===== config.mk =====
export PLATFORM = sky130hd
export DESIGN_NAME = div_ctrl
export DESIGN_NICKNAME = d
export VERILOG_FILES = /design/src/rtl/div_ctrl_pkg.sv /design/src/rtl/div_ctrl.sv
export SDC_FILE = /design/constraint.sdc
export NUM_CORES = 1
export LEC_CHECK = 0
export CAP_MARGIN = 20
export CORE_ASPECT_RATIO = 0.8
export CORE_MARGIN = 3
export CORE_UTILIZATION = 52
export DETAILED_ROUTE_END_ITERATION = 8
export HOLD_SLACK_MARGIN = 0.08
export PLACE_DENSITY = 0.78
export SYNTH_ARGS = -nofsm -noshare
export SYNTH_HDL_FRONTEND = slang
export SYNTH_SLANG_ARGS = --single-unit

===== constraint.sdc =====
create_clock -name cpu_clk_50M -period 4.5 [get_ports cpu_clk_50M]
set_input_delay 0.45 -clock cpu_clk_50M [delete_from_list [all_inputs] [get_ports cpu_clk_50M]]
set_output_delay 0.45 -clock cpu_clk_50M [all_outputs]
set_load 0.1 [all_outputs]

===== src/rtl/div_ctrl_pkg.sv =====
// Shared widths, state encodings and handshake constants for the divide sequencer.
package div_ctrl_pkg;

    localparam int REG_BUS        = 32;
    localparam int DOUBLE_REG_BUS = 64;

    typedef enum logic [1:0] {
        DIV_FREE   = 2'd0,
        DIV_BYZERO = 2'd1,
        DIV_ON     = 2'd2,
        DIV_END    = 2'd3
    } div_state_e;

    localparam logic DIV_START     = 1'b1;
    localparam logic DIV_STOP      = 1'b0;
    localparam logic DIV_READY     = 1'b1;
    localparam logic DIV_NOT_READY = 1'b0;

    function automatic logic [REG_BUS-1:0] mag(input logic [REG_BUS-1:0] x, input logic neg);
        return neg ? (~x + 32'd1) : x;
    endfunction

endpackage


===== src/rtl/div_ctrl.sv =====
// Iterative 32-step restoring divider for DIV/DIVU; stalls the pipeline and
// returns {remainder, quotient} for the HI/LO write path.
module div_ctrl
    import div_ctrl_pkg::*;
(
    input  logic                      cpu_clk_50M,
    input  logic                      cpu_rst_n,
    input  logic                      div_start_i,
    input  logic                      div_signed_i,
    input  logic [REG_BUS-1:0]        div_src1_i,
    input  logic [REG_BUS-1:0]        div_src2_i,
    input  logic                      div_annul_i,
    output logic                      stall_req_o,
    output logic                      div_ready_o,
    output logic [DOUBLE_REG_BUS-1:0] div_res_o
);

    div_state_e         state;
    logic [4:0]         cnt;
    logic [64:0]        work;      // {rem[32:0], quo[31:0]}
    logic [REG_BUS-1:0] divisor;
    logic               neg_quo;
    logic               neg_rem;

    logic               issue;
    logic [64:0]        shifted;
    logic [64:0]        step;
    logic [32:0]        diff;
    logic [REG_BUS-1:0] quo_fix;
    logic [REG_BUS-1:0] rem_fix;

    assign issue = div_start_i & ~div_annul_i;

    always_comb begin
        shifted = {work[63:0], 1'b0};
        diff    = shifted[64:32] - {1'b0, divisor};
        step    = shifted;
        if (shifted[64:32] >= {1'b0, divisor})
            step = {diff, shifted[31:1], 1'b1};
        quo_fix = mag(step[31:0], neg_quo);
        rem_fix = mag(step[63:32], neg_rem);
    end

    // Combinational on start so the pipeline freezes in the issue cycle itself.
    assign stall_req_o = cpu_rst_n &
                         (((state == DIV_FREE) & issue) | (state == DIV_BYZERO) | (state == DIV_ON));
    assign div_ready_o = (state == DIV_END) ? DIV_READY : DIV_NOT_READY;

    always_ff @(posedge cpu_clk_50M) begin
        if (!cpu_rst_n) begin
            state     <= DIV_FREE;
            cnt       <= 5'd0;
            work      <= 65'd0;
            divisor   <= '0;
            neg_quo   <= 1'b0;
            neg_rem   <= 1'b0;
            div_res_o <= '0;
        end else if (div_annul_i && state != DIV_FREE) begin
            state <= DIV_FREE;
            cnt   <= 5'd0;
        end else begin
            case (state)
                DIV_FREE: begin
                    if (issue) begin
                        cnt <= 5'd0;
                        if (div_src2_i == '0) begin
                            // Raw dividend parked in the quotient half; no sign fixup applies.
                            work    <= {33'd0, div_src1_i};
                            neg_quo <= 1'b0;
                            neg_rem <= 1'b0;
                            state   <= DIV_BYZERO;
                        end else begin
                            work    <= {33'd0, mag(div_src1_i, div_signed_i & div_src1_i[31])};
                            divisor <= mag(div_src2_i, div_signed_i & div_src2_i[31]);
                            neg_quo <= div_signed_i & (div_src1_i[31] ^ div_src2_i[31]);
                            neg_rem <= div_signed_i & div_src1_i[31];
                            state   <= DIV_ON;
                        end
                    end
                end
                DIV_BYZERO: begin
                    div_res_o <= {work[31:0], 32'hFFFF_FFFF};
                    state     <= DIV_END;
                end
                DIV_ON: begin
                    work <= step;
                    cnt  <= cnt + 5'd1;
                    if (cnt == 5'd31) begin
                        div_res_o <= {rem_fix, quo_fix};
                        cnt       <= 5'd0;
                        state     <= DIV_END;
                    end
                end
                default: state <= DIV_FREE;
            endcase
        end
    end

endmodule


---- Yosys cells after proc, flatten, opt, wreduce, memory -nomap -nowiden ----
Cells that the tools add are included.
Widths: inputs -> output; s select.
word-level totals
  ROM bits ................................ 0
  bits in writable memories ............... 0
  latch bits .............................. 0
  register bits ........................... 169
  memories ................................ 0
  input bits .............................. 69
operators by class
  bitwise logic cells ..................... 17
  equality and inequality tests ........... 6
  $mul .................................... 0
  magnitude comparators ................... 1
  multiplexer cells ....................... 20
  reductions and logical operators ........ 13
  div/mod/pow operators ................... 0
  shifts and indexed selects .............. 0
  add/subtract/negate cells ............... 6
operators with widths
  kind                   count
  $pmux 64 s2            2
  $mux 64                3
  $mux 32                5
  $add 32x1->32 const B  4
  $not 32->32            4
  $ge 33x32->1           1
  $logic_not 32->1       1
  $sub 32x32->32         1
  $mux 5                 2
  $pmux 5 s2             1
  $reduce_and 3->1       3
  $and 1x1->1            6
  $mux 2                 3
  $pmux 2 s3             1
  $reduce_bool 2->1      3
  $add 5x1->5 const B    1
  $eq 5x5->1 const B     1
  $eq 2x2->1 const B     2
  $not 1->1              4
  $reduce_and 2->1       2
  $reduce_and 4->1       1
  $mux 1                 3
  $eq 2x1->1 const B     1
  $logic_not 2->1        1
  other kinds (6)        7

---- Longest topological paths before layout ----
  word-level depth ........................ 7
  gate-level depth with buffers ........... 23

---- Worst setup path before layout ----
No wires, ideal clock.
  path type ............................... register to register
  start point ............................. register divisor[21]
  end point ............................... register div_res_o[60]
  setup time .............................. 0.075 ns
  buffers on the path ..................... 4
  path slack .............................. -0.384 ns
  arrival time ............................ 4.808 ns
  cell stages (with the launch flop) ...... 23
  cells stage by stage .................... dfxtp_1 -> inv_1 -> ha_1 -> clkbuf_1 -> nand4_1 -> o221a_2 -> o32a_1 -> nand3_2 -> buf_2 -> buf_1 -> clkbuf_1 -> nand2_1 -> o21ai_0 -> ha_1 -> nand2_1 -> a21oi_1 -> nor4b_1 -> and4_1 -> o21ai_2 -> or2_4 -> nor4_1 -> mux2_2 -> o22ai_1
between the ends
  cells in the longest elaborated chain, start to end .. 7
  elaborated cells on any way between the ends .. 8
  classes of those cells .................. add/sub (2); order compare (1); mux (4); bitwise (1)
ends and longest elaborated chain
  item                                                   line                            source
  start: declaration                                     div_ctrl.sv:21                  logic [REG_BUS-1:0] divisor;
  start signal: assignment                               div_ctrl.sv:74                  divisor <= mag(div_src2_i, div_signed_i & div_src2_i[31]);
  $sub 32x32->32 / $ge 33x32->1 (equally long branches)  div_ctrl.sv:36, div_ctrl.sv:38
  $mux 64 (*)                                            div_ctrl.sv:38                  if (shifted[64:32] >= {1'b0, divisor})
  $not 32->32                                            div_ctrl_pkg.sv:20              return neg ? (~x + 32'd1) : x;
  $add 32x1->32                                          div_ctrl_pkg.sv:20
  $mux 32 (*)                                            div_ctrl_pkg.sv:20
  $mux 64 (*)                                            div_ctrl.sv:88                  if (cnt == 5'd31) begin
  $pmux 64 s2 (*)                                        div_ctrl.sv:62                  case (state)
  end signal: assignment                                 div_ctrl.sv:82                  div_res_o <= {work[31:0], 32'hFFFF_FFFF};
  end signal: assignment                                 div_ctrl.sv:89                  div_res_o <= {rem_fix, quo_fix};
  end: declaration                                       div_ctrl.sv:15                  output logic [DOUBLE_REG_BUS-1:0] div_res_o
Every way passes the cells marked *; elsewhere a longest branch is shown, timed or not. The select of a mux whose other input is x is not followed.
A chain may end at the register's enable or synchronous reset.

---- Worst setup path after layout ----
  start point ............................. register divisor[18]
  end point ............................... register div_res_o[60]
Same word-level chain as after synthesis.

==> metrics.txt <==
run status=finished, final reports clean; Max Clock Skew=roughly 14 ps; flop2flop setup slack=160 ps; router iterations before antenna repair=6; Seq pwr share=23.7%; DP Area=roughly 14000 um2; GRT Residual Overflow=0; RSZ-0062 raised after global routing=true; EDFF count, synth=0; worst-margin pin slew=1180 ps; metal1 wirelength=18600 um; Post-Syn Area=between 10000 and 15000 um2; vias per cell=between 6 and 7; # nets final=1835; CTS Buf Count=17; Synth Register Bits=169; Synth area leaders=dfxtp_1 (28%), a21oi_1 (7.0%), xor2_1 (6.4%); most used flip-flop cell after synthesis=dfxtp_1; GRT Resource Usage Total=31.0%; Seq/Total Area, Yosys=28.2%; Final Hold Fails=0; CP Max Fanout=7; uppermost layer routed=met5; Post-Layout Cell Count=2042; DRT iter0 DRCs=1696; IO Count=135; DIE WIDTH=176 um; count of buffers from port buffering=134; CTS tree=done; # Max-Cap Violations=0; Net Sw Frac=between 50% and 60%; Setup crit start kind=flip-flop; FILL cells=2040; Crit path arrival time=around 4700 ps; maximum VDD drop=about 480 uV; Int Pwr=4.19 mW; vias in the first global route=around 11000; Logic pwr share=59.9%; cells after synthesis=between 1500 and 2000; Ys Warns=0; Placer Congestion=roughly 1; P&R area growth vs syn=21.4%; min cycle time layout=4340 ps; share of layout cells above drive strength 1=9.04%; die area=approximately 25000 um2; Worst slew margin=a little over a fifth; Hold EP=work[61]; Hold Path Origin=work[61]; worst flop-to-flop path endpoint=div_res_o[60]; Pleak=approximately 5.4 nW; WP data required=4880 ps; CORE AREA=between 20000 and 25000 um2; Reg-to-Reg Start=divisor[18]; global-route wire length before repair=between 60000 and 70000 um; Mapped Avg Cell Area=7.43 um2; # DRC=0; routed wl met2=16700 um; Pwr Density=626 nW/um2; clk_lat worst skew=450 ps; antenna violations before repair=1; Final Max Slew Viols=0; Clk Tree Root Cell=clkbuf_16; via count=12693; post-route ant nets=0; Reg2Reg Depth=18; design area=~15000 um2; row cnt=49; Synth top area share=28.2%; Final Worst Setup Slack=161 ps; DIE HEIGHT=142 um; antenna cells=0; worst-case clock buffer depth=2; DP HPWL=30300 um; post-synth top area cell=dfxtp_1; Clock transition at path regs=approximately 80 ps; CP Class=reg -> reg; wire length on met3=4280 um; post-layout util=between 60 and 70%; fraction of registers with async set/reset=0%; clock power share=16.4%; Setup TNS=0 ps; pin count of the biggest net entering global routing=77; Starting Density=53.2%; H-tree depth=4; crit share post-route=96.4%; synth unique cells=84; Num Clock Sinks=approximately 170; Post-Syn Nets=1726; total wire length=roughly 40000 um; critical path endpoint category=flip-flop; pre-CTS WS=31.2 ps; WL/cell=19.7 um; switching pwr=between 4 and 5 mW; maximum clock rate=230 MHz; Placed Cells=approximately 2000; Hold Path Stages=2; hold crit path type=reg -> reg; Final Setup Violations=0
==> through the flow <==
step | power (mW) | hold WS [ps]
6_report | 9.12 | 489
5_1_grt | 9.55 | 522
4_1_cts | 8.92 | 487
3_5_place_dp | 7.42 | 469
3_3_place_gp | 7.34 | 465
2_1_floorplan | 5.97 | 450
==> how the worst max path moves through the flow <==
stage / start / end / slack (ps) / cells past startpoint
floorplan: divisor[20] / div_res_o[60] / 2 / 22
global placement: divisor[19] / div_res_o[60] / 190 / 18
detailed placement: divisor[20] / div_res_o[60] / 30 / 18
CTS: divisor[19] / div_res_o[60] / 10 / 18
global route: work[38] / div_res_o[60] / -90 / 17
finish: divisor[18] / div_res_o[60] / 160 / 18
==> placed cells by master (no fill, tap or decap), drive strengths merged, types with 34 or more instances in the layout <==
| cell | count |
|---|---|
| buf | 57 |
| o21ai | 139 |
| o31ai | 34 |
| ha | 42 |
| dfxtp | 169 |
| nor2 | 163 |
| a211oi | 51 |
| nand3 | 39 |
| xnor2 | 46 |
| mux2i | 35 |
| xor2 | 87 |
| nand2 | 178 |
| inv | 63 |
| clkdlybuf4s50 | 133 |
| a21oi | 167 |
==> layout make-up <==
class / count / area, um2 / area share [%]
Sequential cell: 169 / 3380 / 23.2
Timing Repair Buffer: 190 / 1770 / 12.2
Clock buffer: 17 / 425 / 2.92
Tap cell: 306 / 383 / 2.63
Multi-Input combinational cell: 1288 / 8210 / 56.4
Inverter: 57 / 215 / 1.48
Clock inverter: 15 / 178 / 1.22
==> critical path, stage by stage, from the launching register on <==
cell and delay, ps:
dfxtp_1 330, inv_1 50, ha_2 400, a21o_1 170, a21oi_1 80, o221a_2 270
o32a_1 360, nand3_4 160, mux2i_4 280, ha_2 220, nor3b_4 210, nand3b_1 150
nor4_1 200, and3_1 230, o21ai_2 100, or2_4 300, nor4_2 260, mux2_2 360
o22ai_1 120
==> state kept, by name (all words and copies together), names as in the netlist <==
register,count
cnt,5
div_res_o,64
divisor,32
neg_quo,1
neg_rem,1
state,2
work,64
==> cell families (layout without fill, tap and decap cells) <==
kind of cell / count (synthesis) / after routing / synth area share (%)
multiplexers: 37 / 37 / 3.11
buffers and inverters: 157 / 279 / 5.11
flip-flops: 169 / 169 / 28.2
AND/OR/NAND/NOR: 563 / 563 / 22.5
XOR/XNOR: 133 / 133 / 9.71
adder cells (fa/ha/maj): 43 / 43 / 4.55
AO/OA/AOI/OAI: 512 / 512 / 26.8
==> routing by layer <==
layer / up-vias / global-route usage, %
li1: 6061 / -
met1: 5924 / 47.7
met2: 648 / 44.0
met3: 58 / 6.42
met4: 2 / 6.87
met5: - / 0
==> power by group through the flow <==
| stage | clock, mW | combinational, mW | sequential (mW) |
|---|---|---|---|
| CTS | 1.50 | 5.27 | 2.14 |
| detailed placement | 0 | 5.25 | 2.17 |
| finish | 1.50 | 5.46 | 2.16 |
| global placement | 0 | 5.19 | 2.15 |
| global route | 1.57 | 5.80 | 2.19 |
| floorplan | 0 | 2.40 | 3.57 |
==> synth_stat cells, drive strengths merged, types with 5 or more instances <==
library cell,instances
a21oi,167
nand4,13
a21o,12
or2,6
or3,24
clkbuf,77
and3,13
o21bai,6
or4,13
a21boi,5
nand3,39
and4,11
o31ai,34
dfxtp,169
and2,18
xor2,87
nor3b,6
xnor2,46
a211oi,51
ha,42
nand2b,7
o41ai,12
inv,57
nor2,163
a22oi,13
nor2b,5
buf,23
nor3,32
o211ai,12
nand2,178
a211o,5
o21ai,139
a31oi,14
nor4,19
mux2i,35
==> repair_timing <==
| item | 4_1_cts | 5_1_grt |
|---|---|---|
| setup endpoints to repair | 1 | 16 |
| gates resized for setup | 1 | 35 |
| hold buffers | 0 | 0 |
| hold endpoints to repair | 0 | 0 |
| pin swaps | 0 | 3 |
| setup buffers | 0 | 3 |
Power figures use the tool's default switching activity.
